`src/rtl/neopixel_pkg.sv`:
```
// Shared widths, byte-lane positions and fetch state encoding for the NeoPixel frame fetcher.
package neopixel_pkg;

    localparam int PIX_W = 24;

    // Host order is {R, G, B}; the serializer wants G first on the wire, i.e. {B, R, G}.
    localparam int HOST_R_LSB = 16;
    localparam int HOST_G_LSB = 8;
    localparam int HOST_B_LSB = 0;
    localparam int WIRE_G_LSB = 0;
    localparam int WIRE_R_LSB = 8;
    localparam int WIRE_B_LSB = 16;

    typedef enum logic [2:0] {
        IDLE,
        FETCH,
        SCALE,
        PRESENT,
        DONE
    } fetchState_t;

    function automatic logic [PIX_W-1:0] hostToWire(input logic [PIX_W-1:0] host);
        logic [PIX_W-1:0] wireWord;
        wireWord = '0;
        wireWord[WIRE_G_LSB +: 8] = host[HOST_G_LSB +: 8];
        wireWord[WIRE_R_LSB +: 8] = host[HOST_R_LSB +: 8];
        wireWord[WIRE_B_LSB +: 8] = host[HOST_B_LSB +: 8];
        return wireWord;
    endfunction

endpackage

```
`src/rtl/neopixel_pixel_ram.sv`:
```
// Frame buffer: one write port, one synchronous read-first read port, no reset on contents.
module neopixel_pixel_ram
    import neopixel_pkg::*;
#(
    parameter int PIXELS = 8,
    parameter int ADDR_W = 3
) (
    input  logic              clk_i,
    input  logic              wrEn_i,
    input  logic [ADDR_W-1:0] wrAddr_i,
    input  logic [PIX_W-1:0]  wrData_i,
    input  logic              rdEn_i,
    input  logic [ADDR_W-1:0] rdAddr_i,
    output logic [PIX_W-1:0]  rdData_o
);

    localparam logic [ADDR_W:0] DEPTH = (ADDR_W + 1)'(PIXELS);

    logic [PIX_W-1:0] mem [PIXELS];

    // Both ports update on the same edge, so a colliding read sees the pre-write word.
    always_ff @(posedge clk_i) begin
        if (wrEn_i && ({1'b0, wrAddr_i} < DEPTH)) begin
            mem[wrAddr_i] <= wrData_i;
        end
        if (rdEn_i) begin
            rdData_o <= mem[rdAddr_i];
        end
    end

endmodule

```
`src/rtl/neopixel_frame_fetch.sv`:
```
// Streams the pixel frame to the NeoPixel serializer in wire order over valid/ready.
// Optional per-channel brightness scaling: define NEOPIXEL_FETCH_BRIGHTNESS_EN.
module neopixel_frame_fetch
    import neopixel_pkg::*;
#(
    parameter int PIXELS = 8,
    parameter int ADDR_W = 3
) (
    input  logic              CLK_10MHZ,
    input  logic              RESET_N,
    input  logic              WR_EN,
    input  logic [ADDR_W-1:0] WR_ADDR,
    input  logic [23:0]       WR_DATA,
    input  logic              START,
    input  logic [ADDR_W:0]   PIXEL_COUNT,
    input  logic [7:0]        BRIGHTNESS,
    output logic [23:0]       PIX_DATA,
    output logic              PIX_VALID,
    input  logic              PIX_READY,
    output logic              BUSY,
    output logic              FRAME_DONE
);

    localparam logic [ADDR_W:0] DEPTH = (ADDR_W + 1)'(PIXELS);

    fetchState_t       state_q, state_d;
    logic [ADDR_W-1:0] index_q, index_d;
    logic [ADDR_W:0]   count_q, count_d;
    logic              rdEn;
    logic [PIX_W-1:0]  rdData;
    logic [PIX_W-1:0]  presentWord;
    logic              lastPixel;

    neopixel_pixel_ram #(
        .PIXELS (PIXELS),
        .ADDR_W (ADDR_W)
    ) u_ram (
        .clk_i    (CLK_10MHZ),
        .wrEn_i   (WR_EN),
        .wrAddr_i (WR_ADDR),
        .wrData_i (WR_DATA),
        .rdEn_i   (rdEn),
        .rdAddr_i (index_q),
        .rdData_o (rdData)
    );

    assign lastPixel = ({1'b0, index_q} == (count_q - (ADDR_W + 1)'(1)));

    always_comb begin
        state_d = state_q;
        index_d = index_q;
        count_d = count_q;
        rdEn    = 1'b0;
        case (state_q)
            IDLE: begin
                if (START && (PIXEL_COUNT != '0)) begin
                    count_d = (PIXEL_COUNT > DEPTH) ? DEPTH : PIXEL_COUNT;
                    index_d = '0;
                    state_d = FETCH;
                end
            end
            FETCH: begin
                rdEn = 1'b1;
`ifdef NEOPIXEL_FETCH_BRIGHTNESS_EN
                state_d = SCALE;
`else
                state_d = PRESENT;
`endif
            end
            SCALE:   state_d = PRESENT;
            PRESENT: begin
                if (PIX_READY) begin
                    if (lastPixel) begin
                        state_d = DONE;
                    end else begin
                        index_d = index_q + ADDR_W'(1);
                        state_d = FETCH;
                    end
                end
            end
            DONE:    state_d = IDLE;
            default: state_d = IDLE;
        endcase
    end

    always_ff @(posedge CLK_10MHZ or negedge RESET_N) begin
        if (!RESET_N) begin
            state_q <= IDLE;
            index_q <= '0;
            count_q <= '0;
        end else begin
            state_q <= state_d;
            index_q <= index_d;
            count_q <= count_d;
        end
    end

`ifdef NEOPIXEL_FETCH_BRIGHTNESS_EN
    logic [PIX_W-1:0] pixData_q, pixData_d;

    function automatic logic [7:0] scaleChan(input logic [7:0] chan, input logic [7:0] level);
        logic [15:0] prod;
        prod = 16'(chan) * (16'(level) + 16'd1);
        return prod[15:8];
    endfunction

    // The scaled word is registered so the multipliers sit off the serializer-facing path.
    always_comb begin
        pixData_d = pixData_q;
        if (state_q == SCALE) begin
            pixData_d = hostToWire({scaleChan(rdData[HOST_R_LSB +: 8], BRIGHTNESS),
                                    scaleChan(rdData[HOST_G_LSB +: 8], BRIGHTNESS),
                                    scaleChan(rdData[HOST_B_LSB +: 8], BRIGHTNESS)});
        end
    end

    always_ff @(posedge CLK_10MHZ or negedge RESET_N) begin
        if (!RESET_N) begin
            pixData_q <= '0;
        end else begin
            pixData_q <= pixData_d;
        end
    end

    assign presentWord = pixData_q;
`else
    logic unusedBrightness;
    assign unusedBrightness = ^BRIGHTNESS;
    assign presentWord      = hostToWire(rdData);
`endif

    assign PIX_VALID  = (state_q == PRESENT);
    assign BUSY       = (state_q != IDLE);
    assign FRAME_DONE = (state_q == DONE);
    assign PIX_DATA   = PIX_VALID ? presentWord : '0;

endmodule

```
`config.mk`:
```
export PLATFORM = sky130hd
export DESIGN_NAME = neopixel_frame_fetch
export DESIGN_NICKNAME = d
export VERILOG_FILES = /design/src/rtl/neopixel_pkg.sv /design/src/rtl/neopixel_pixel_ram.sv /design/src/rtl/neopixel_frame_fetch.sv
export SDC_FILE = /design/constraint.sdc
export NUM_CORES = 1
export LEC_CHECK = 0
export ABC_AREA = 0
export ABC_CLOCK_PERIOD_IN_PS = 4520
export BUFFER_PORTS_ARGS = -buffer_cell sky130_fd_sc_hd__clkbuf_2
export CORE_ASPECT_RATIO = 1.75
export CORE_MARGIN = 4
export CORE_UTILIZATION = 35
export DETAILED_ROUTE_END_ITERATION = 10
export GPL_ROUTABILITY_DRIVEN = 0
export HOLD_SLACK_MARGIN = 0.06
export PLACE_DENSITY_LB_ADDON = 0.25
export SLEW_MARGIN = 30
export SYNTH_ARGS = -nofsm -noshare
export SYNTH_HDL_FRONTEND = slang
export SYNTH_SLANG_ARGS = --single-unit
```
`constraint.sdc`:
```
create_clock -name CLK_10MHZ -period 4.52 [get_ports CLK_10MHZ]
set_input_delay 0.904 -clock CLK_10MHZ [delete_from_list [all_inputs] [get_ports CLK_10MHZ]]
set_output_delay 0.904 -clock CLK_10MHZ [all_outputs]
set_load 0.02 [all_outputs]
```
==> reports/metrics.cfg, run 1 <==
[clocking]
hold_buffers = 0
insertion_delay_ps = 500
ctsResizeCount = 0
cts_root_buf = clkbuf_16
htree_num_levels = 1
cts_tree = done
clockBufferDepth = 3
cts_setup_buffers = 0
cts_buffers = 21
cts_sinks = 226
clkTransAtPathRegs_ps = 70

[global_routing]
grt_max_degree = 49
antenna_found_initial = 0
grt_pass1_wl_um = 25900
grt_pass1_vias = 4374
grtUsageMet1 = 0.147
grt_busiest_layer = met2
grt_overflow_total = 0
grt_usage = 0.125
use_met3 = 0.0207
grt_use_met2 = 0.227

[yosys]
async_reset_ff_frac = 0.0442
yosysWarnings = 0
yosys-top-cells-area = edfxtp_1, mux4_1, mux2_2, dfrtp_1, and2_1
synthMuxAreaShare = 0.174
netlist_area_sq_mm = 0.00889
ys_types = 32
ys_seq_elements = 226
synth-simple-area-share = 0.0386
synth_xor_area_frac = 0.00296
synth_adder_area_share = 0.00282
synth_nets = 446
synth_compound_area_frac = 0.00774
synth_top_family_by_area = multiplexers
ys_seq_area_frac = 0.758
synth_top_area_frac = 0.730
synth_ff_type = edfxtp_1
yosysTopAreaCell = edfxtp_1
avgSynthCellArea_sq_um = 22.2
netlist_instances = 400
synth_edf_count = 216
yosysMostFrequentCell = edfxtp_1
synth_common_cells = edfxtp_1, mux4_1, and2_1

[timing]
fmax_ghz = 0.360
hold_viol_final = 0
rsz0062_at_grt = false
finalCriticalPeriod_ps = 2780
max_slew_margin = 0.393
fin_crit_sh = 0.614
whs_ps = 256
timing.final.ws_setup_ps = 1740
setup_tns_ps = 0
clock_skew_ps = 11.9
tightest_slew_ps = 909
slew_violations = 0
setup_viol = 0

[die]
fp-row-count = 76
initial_core_util = 0.358
die_h_um = 219
fp.dieW_um = 128
core_area_sq_mm = 0.0248
ios = 71
dieArea_sq_mm = 0.0281

[status]
status = finished, final reports clean

[route]
drt-initial-drc-count = 192
wl_um = 17000
ant_nets = 0
via_per_inst = 4.93
vias = 3966
wire_per_inst_um = 21.2
drtPass1Iterations = 4
drc = 0

[worst_setup_path]
r2r_end = u_ram.rdData_o[4]
r2r-start = index_q[0]
reg2reg_depth = 3
worstPathRequired_ps = 3620
critPathLaunchType = register
cp-end-kind = output port
reg2reg_slack_ps = 2210
cp_max_fo = 28
criticalPathCategory = register to output port
worstPathArrival_ps = 1870

[final_layout]
n_antenna_cell = 0
drive_gt1_frac = 0.295
fin_area_sq_mm = 0.0102
fin_nets = 525
post-route-util = 0.412
final_cells = 804
n_fill_cell = 2126
syn_to_final_growth_pct = 15.1

[power_and_ir_drop]
powerDensity_mw_per_mm2 = 592
p_leak_nw = 3.52
ir_worst_vdd_uv = 260
finalPower_mw = 6.05

[worst_hold_path]
hold_path_class = input port to asynchronous set/reset pin

[placed_design]
io_buffers = 62
post_dp_cell_area_sq_mm = 0.00959
place_ws_ps = 1770
dp_cells = 768
dp_hpwl_um = 9750

[flow_run]
drv_cap = 0

==> kinds of logic (layout without fill, tap and decap cells) <==
kind of cell	after synthesis	in the layout
xor gates and xnor gates	3	3
muxes	76	76
adders and majority gates	2	2
and+or+nand+nor	61	61
buffers and inverters	22	114
AOI/OAI and AO/OA	10	10
DFF	226	226
==> state kept, by name (all words and copies together) (netlist names) <==
signal          cells
count_q             4
u_ram.rdData_o     24
index_q             3
state_q             3
u_ram.mem         192
==> power by group <==
part,switching (mW),internal [mW]
Sequential,0.173,2.59
Combinational,0.818,0.784
Clock,0.721,0.969
Total,1.71,4.34
==> final cells by class <==
type                       count  area, sq um  area share
timing repair buffer          75          408      0.0399
clock buffer                  27          548      0.0536
multi-input combinational    152         2040       0.199
clock inverter                 9         95.1     0.00929
sequential                   226         6740       0.659
inverter                       3         11.3     0.00110
tap                          312          390      0.0382
==> cell usage in the layout, fill, tap and decap left out, types with 9 or more instances in the layout <==
| master | n |
|---|---|
| and2_1 | 26 |
| buf_4 | 13 |
| clkbuf_16 | 21 |
| clkbuf_2 | 62 |
| edfxtp_1 | 216 |
| mux2_2 | 25 |
| mux4_1 | 41 |
| nand2_1 | 9 |
==> layer usage <==
layer,vias up,share of wire
met5,-,0
met4,0,0.023
met3,19,0.038
met2,65,0.55
met1,2062,0.39
li1,1820,-
==> critical path, cell delays in order (launching register included) <==
cell      delay (ps)
dfrtp_1          430
and3b_1          230
buf_4            300
and2_1           220
clkbuf_2         180
==> worst max-delay path by stage <==
stage / start / endpoint / cells past startpoint
after global placement: WR_ADDR[2] / u_ram.mem[1][13] / 4
after CTS: state_q[2] / PIX_DATA[3] / 4
after floorplan: WR_ADDR[2] / u_ram.mem[0][0] / 2
final: state_q[2] / PIX_DATA[3] / 4
after detailed placement: WR_ADDR[2] / u_ram.mem[2][12] / 4
after global routing: state_q[2] / PIX_DATA[3] / 4
(Power assumes the default switching activity.)
==> run 2: changes to the inputs <==
--- a/config.mk
+++ b/config.mk
@@ -6,7 +6,7 @@
 export NUM_CORES = 1
 export LEC_CHECK = 0
 export ABC_AREA = 0
-export ABC_CLOCK_PERIOD_IN_PS = 4520
+export ABC_CLOCK_PERIOD_IN_PS = 2400
 export BUFFER_PORTS_ARGS = -buffer_cell sky130_fd_sc_hd__clkbuf_2
 export CORE_ASPECT_RATIO = 1.75
 export CORE_MARGIN = 4
==> constraint.sdc (replaced) <==
create_clock -name CLK_10MHZ -period 2.4 [get_ports CLK_10MHZ]
set_input_delay 0.48 -clock CLK_10MHZ [delete_from_list [all_inputs] [get_ports CLK_10MHZ]]
set_output_delay 0.48 -clock CLK_10MHZ [all_outputs]
set_load 0.02 [all_outputs]
==> reports/metrics.cfg, run 2 (synthesis results as in run 1) <==
[clocking]
htree_num_levels = 1  ; unchanged
cts_root_buf = clkbuf_16
clkTransAtPathRegs_ps = 60  ; about the same
cts_sinks = 226  ; unchanged
cts_buffers = 22  ; +4.8%
insertion_delay_ps = 510  ; about the same
cts_setup_buffers = 0  ; unchanged
clockBufferDepth = 3  ; unchanged
cts_tree = done

[timing]
slew_violations = 0  ; unchanged
fmax_ghz = 0.435
max_slew_margin = 0.613  ; +0.219
setup_viol = 0  ; unchanged
clock_skew_ps = 6.68  ; -5.26 ps
finalCriticalPeriod_ps = 2300
fin_crit_sh = 0.959
rsz0062_at_grt = false
hold_viol_final = 0  ; unchanged
setup_tns_ps = 0  ; unchanged
whs_ps = 237  ; -18.5 ps
tightest_slew_ps = 579  ; -330 ps

[die]
fp.dieW_um = 128  ; unchanged
fp-row-count = 76  ; unchanged
ios = 71  ; unchanged
core_area_sq_mm = 0.0248  ; unchanged
initial_core_util = 0.358  ; unchanged
die_h_um = 219  ; unchanged
dieArea_sq_mm = 0.0281  ; unchanged

[global_routing]
grtUsageMet1 = 0.139  ; -0.00729
grt_pass1_vias = 4426  ; +1.2%
antenna_found_initial = 0  ; unchanged
grt_pass1_wl_um = 25900  ; -0.16%
grt_busiest_layer = met2
use_met3 = 0.0231  ; +0.00244
grt_usage = 0.124  ; -0.000498
grt_max_degree = 32  ; -35%
grt_overflow_total = 0  ; unchanged
grt_use_met2 = 0.231  ; +0.00418

[worst_setup_path]
cp_max_fo = 28  ; unchanged
criticalPathCategory = register to output port
cp-end-kind = output port
worstPathRequired_ps = 1920  ; -1700 ps
worstPathArrival_ps = 1820  ; -50 ps
critPathLaunchType = register

[placed_design]
io_buffers = 62  ; unchanged
dp_hpwl_um = 9880  ; +1.4%

[power_and_ir_drop]
p_sw_mw = 3.33  ; +94%
p_sw_frac = 0.286  ; +0.00295
p_clk_frac = 0.283  ; +0.004
ir_worst_vdd_uv = 542  ; +110%
seq_power_share = 0.436  ; -0.020
internal-power_mw = 8.31  ; +91%
finalPower_mw = 11.6  ; +92%
powerDensity_mw_per_mm2 = 1120  ; +89%
pwr-share-comb = 0.281  ; +0.016
p_leak_nw = 3.60  ; +2.3%

[final_layout]
largest_register = u_ram.mem
fin_nets = 531  ; +1.1%
reg_top3 = u_ram.mem x192, u_ram.rdData_o x24, count_q x4
drive_gt1_frac = 0.306  ; +0.0113
largest_reg_flops = 192  ; unchanged
n_antenna_cell = 0  ; unchanged
mostFrequentLayoutCells = edfxtp_1, clkbuf_2, mux4_1, and2_1, mux2_2
post-route-util = 0.420  ; +0.00807
syn_to_final_growth_pct = 17.4
final_common_cell = edfxtp_1

[route]
drc = 0  ; unchanged
vias = 4063  ; +2.4%
wire_per_inst_um = 21.2  ; -0.18%
ant_nets = 0  ; unchanged
drtPass1Iterations = 4  ; unchanged
wl_um = 17200  ; +0.81%
drt-initial-drc-count = 249  ; +30%
via_per_inst = 5.00  ; +1.4%

[worst_hold_path]
hold_path_class = input port to register

[status]
status = finished, final reports clean

[flow_run]
drv_cap = 0  ; unchanged

-- run 2: changes by cell type in the layout (fill, tap and decap cells not counted), sizes merged --
cell,delta
clkbuf,-2
inv,+3
bufinv,-1
clkinvlp,+2
dlygate4sd3,+1
buf,+4
clkinv,+1
-- run 2: final timing paths --
path	start	endpoint	slack, ps	depth (start not counted)
hold reg to reg	count_q[2]	count_q[2]	530	2
setup / recovery	state_q[2]	PIX_DATA[3]	100	4
setup reg to reg	index_q[0]	u_ram.rdData_o[16]	440	3
hold / removal	PIXEL_COUNT[1]	count_q[1]	240	3
max in group asynchronous	RESET_N	index_q[1]	1770	2
min in group asynchronous	RESET_N	state_q[1]	390	2
-- run 2: cell type report --
cell class	count	area, sq um
Inverter	3	11.3
Clock buffer	25	583
Multi-Input combinational cell	152	2060
Fill cell	2150	14400
Sequential cell	226	6740
Tap cell	312	390
Timing Repair Buffer	80	543
Clock inverter	14	108
-- run 2: metal layers --
| metal | vias up | share of wire |
|---|---|---|
| li1 | 1845 | - |
| met1 | 2131 | 0.39 |
| met2 | 69 | 0.56 |
| met3 | 18 | 0.040 |
| met4 | 0 | 0.018 |
| met5 | - | 0 |
-- run 2: worst max-delay path, stage by stage (launching register included) --
cell      delay, ps
dfrtp_1         450
and3b_1         280
buf_8           210
and2_1          200
clkbuf_2        180
-- run 2: power groups by stage --
| stage | clock, mW | sequential, mW | combinational (mW) |
|---|---|---|---|
| after global routing | 3.56 | 5.11 | 3.55 |
| final | 3.29 | 5.07 | 3.27 |
| after detailed placement | 0 | 5.16 | 3.34 |
| after CTS | 3.39 | 5.08 | 3.36 |
| after floorplan | 0 | 5.05 | 2.47 |
| after global placement | 0 | 5.15 | 3.30 |
-- run 2: stage by stage --
| step | instances | area, sq um | setup WS (ps) |
|---|---|---|---|
| after CTS | 812 | 10400 | 38.1 |
| final | 812 | 10400 | 99.3 |
| after floorplan | 400 | 8900 | 277 |
| after global routing | 812 | 10400 | 10.3 |
| after global placement | 772 | 9720 | 422 |
| after detailed placement | 772 | 9720 | 406 |
-- run 2: repair_timing --
item                                    CTS  global route
hold buffers                              1             0
endpoints found under the setup margin    2             2
pin swaps                                 0             0
endpoints found under the hold margin    10             0
resized for setup                         1             1
==> run 3: changes to the inputs <==
--- a/config.mk
+++ b/config.mk
@@ -6,7 +6,7 @@
 export NUM_CORES = 1
 export LEC_CHECK = 0
 export ABC_AREA = 0
-export ABC_CLOCK_PERIOD_IN_PS = 2400
+export ABC_CLOCK_PERIOD_IN_PS = 2000
 export BUFFER_PORTS_ARGS = -buffer_cell sky130_fd_sc_hd__clkbuf_2
 export CORE_ASPECT_RATIO = 1.75
 export CORE_MARGIN = 4
==> constraint.sdc (replaced) <==
create_clock -name CLK_10MHZ -period 2 [get_ports CLK_10MHZ]
set_input_delay 0.4 -clock CLK_10MHZ [delete_from_list [all_inputs] [get_ports CLK_10MHZ]]
set_output_delay 0.4 -clock CLK_10MHZ [all_outputs]
set_load 0.02 [all_outputs]
==> reports/metrics.cfg, run 3 (synthesis results as in run 1) <==
[status]
status = finished, violations left
violations = negative setup slack

[route]
drc = 0  ; unchanged
drt-initial-drc-count = 234  ; -6.0%
wire_per_inst_um = 21.6  ; +1.8%
drtPass1Iterations = 4  ; unchanged
ant_nets = 0  ; unchanged
via_per_inst = 4.95  ; -1.0%
vias = 4096  ; +0.81%
wl_um = 17800  ; +3.7%

[final_layout]
syn_to_final_growth_pct = 23.2
reg_top3 = u_ram.mem x192, u_ram.rdData_o x24, count_q x4
largest_register = u_ram.mem
seqCellArea_sq_mm = 0.00674  ; about the same
largest_reg_flops = 192  ; unchanged
fin_nets = 547  ; +3.0%
n_fill_cell = 2085  ; -3.0%
mostFrequentLayoutCells = edfxtp_1, mux4_1, clkbuf_2, mux2_2
post-route-util = 0.441  ; +0.0208
final_common_cell = edfxtp_1
multi_input_area_sq_mm = 0.00211  ; +2.7%
drive_gt1_frac = 0.381  ; +0.0753

[clocking]
clkTransAtPathRegs_ps = 70  ; about the same
cts_sinks = 226  ; unchanged
clockBufferDepth = 3  ; unchanged
htree_num_levels = 1  ; unchanged
cts_tree = done
cts_root_buf = clkbuf_16
insertion_delay_ps = 510  ; about the same
cts_buffers = 21  ; -4.5%

[worst_setup_path]
critPathLaunchType = register
reg2reg_depth = 3  ; unchanged
cp_max_fo = 7  ; -75%
criticalPathCategory = register to output port
r2r-start = index_q[0]
worstPathRequired_ps = 1600  ; -320 ps
worstPathArrival_ps = 1730  ; -90 ps
r2r_end = u_ram.rdData_o[12]
reg2reg_slack_ps = 140  ; -300 ps
cp-end-kind = output port

[timing]
slew_violations = 0  ; unchanged
setup_tns_ps = -2240  ; -2240 ps
timing.final.ws_setup_ps = -130  ; -230 ps
whs_ps = 164  ; -73.5 ps
max_slew_margin = 0.683  ; +0.0706
hold_viol_final = 0  ; unchanged
tightest_slew_ps = 475  ; -104 ps
rsz0062_at_grt = true
clock_skew_ps = 13.0  ; +6.32 ps
fmax_ghz = 0.469
setup_viol = 25  ; +25
fin_crit_sh = 1.07
finalCriticalPeriod_ps = 2130

[die]
core_area_sq_mm = 0.0248  ; unchanged
ios = 71  ; unchanged
initial_core_util = 0.358  ; unchanged
fp-row-count = 76  ; unchanged
fp.dieW_um = 128  ; unchanged
die_h_um = 219  ; unchanged
dieArea_sq_mm = 0.0281  ; unchanged

[worst_hold_path]
hold-path-endpoint = u_ram.mem[6][16]
min_path_cells = 1  ; -2
hp-start = WR_DATA[16]
hold_path_class = input port to register

[power_and_ir_drop]
powerDensity_mw_per_mm2 = 1410  ; +27%
ir_worst_vdd_uv = 585  ; +8.0%
p_leak_nw = 3.83  ; +6.6%

[flow_run]
drv_cap = 0  ; unchanged

[placed_design]
dp_hpwl_um = 10000  ; +1.6%
io_buffers = 62  ; unchanged

[global_routing]
antenna_found_initial = 1  ; +1
grt_pass1_wl_um = 26700  ; +3.1%
grt_max_degree = 52  ; +63%
grt_overflow_total = 0  ; unchanged
grt_usage = 0.129  ; +0.00510
grt_pass1_vias = 4502  ; +1.7%

-- run 3: cell types whose count changed in the layout (fill, tap and decap cells not counted), moves of 3 or more --
cell      previous run  this run
buf_6                0         5
and2_4               0        22
clkbuf_2            62        36
buf_12               7        12
and2_1              26         4
buf_4                9        17
clkinv_2             0         3
buf_8                1        22
-- run 3: worst max-delay path, cell delays in order (launching register included) --
cell	delay, ps
dfrtp_2	410
and3b_2	240
buf_12	150
buf_16	140
and2_4	160
buf_8	120
-- run 3: per-layer routing --
metal | share of wire | GRT usage | vias up
met5 | 0 | 0 | -
met4 | 0.026 | 0.0496 | 0
met3 | 0.041 | 0.0192 | 28
met2 | 0.56 | 0.238 | 75
met1 | 0.38 | 0.150 | 2123
li1 | - | - | 1870
-- run 3: cell type report --
| type | count | area share |
|---|---|---|
| sequential | 226 | 0.616 |
| tap | 312 | 0.0357 |
| clock inverter | 15 | 0.0125 |
| timing repair buffer | 97 | 0.0938 |
| multi-input combinational | 152 | 0.193 |
| antenna | 1 | 0.000229 |
| inverter | 3 | 0.00103 |
| clock buffer | 21 | 0.0480 |
-- run 3: how the worst max path moves through the flow --
stage                     cells past startpoint            endpoint  startpoint  slack [ps]
after floorplan                               2     u_ram.mem[1][0]  WR_ADDR[2]         -40
after global placement                        3  u_ram.rdData_o[17]  index_q[0]         150
after detailed placement                      3   u_ram.rdData_o[9]  index_q[0]         140
after CTS                                     5        PIX_DATA[17]  state_q[1]        -180
after global routing                          5         PIX_DATA[9]  state_q[2]        -180
final                                         5         PIX_DATA[1]  state_q[1]        -130
-- run 3: metrics by stage --
| step | std cells | power, mW | worst slack [ps] | area [sq um] |
|---|---|---|---|---|
| finish | 827 | 15.5 | -130 | 10900 |
| detailed placement | 779 | 10.3 | 141 | 9830 |
| floorplan | 400 | 9.02 | -42.8 | 8900 |
| CTS | 824 | 15.4 | -177 | 10900 |
| global placement | 779 | 10.3 | 145 | 9830 |
| global route | 827 | 16.2 | -182 | 10900 |
-- run 3: power by group --
part	switching, mW	total, mW	internal, mW
clock	1.68	3.87	2.19
combinational	2.42	5.54	3.12
sequential	0.199	6.05	5.85
total	4.30	15.5	11.2
-- run 3: repair_timing --
action / CTS / global route
buffers inserted: 6 / 2
pin swaps: 8 / 5
endpoints found under the setup margin: 25 / 26
cloned: 2 / 0
hold endpoints to repair: 10 / 0
resized for setup: 73 / 33
hold buffers: 1 / 0
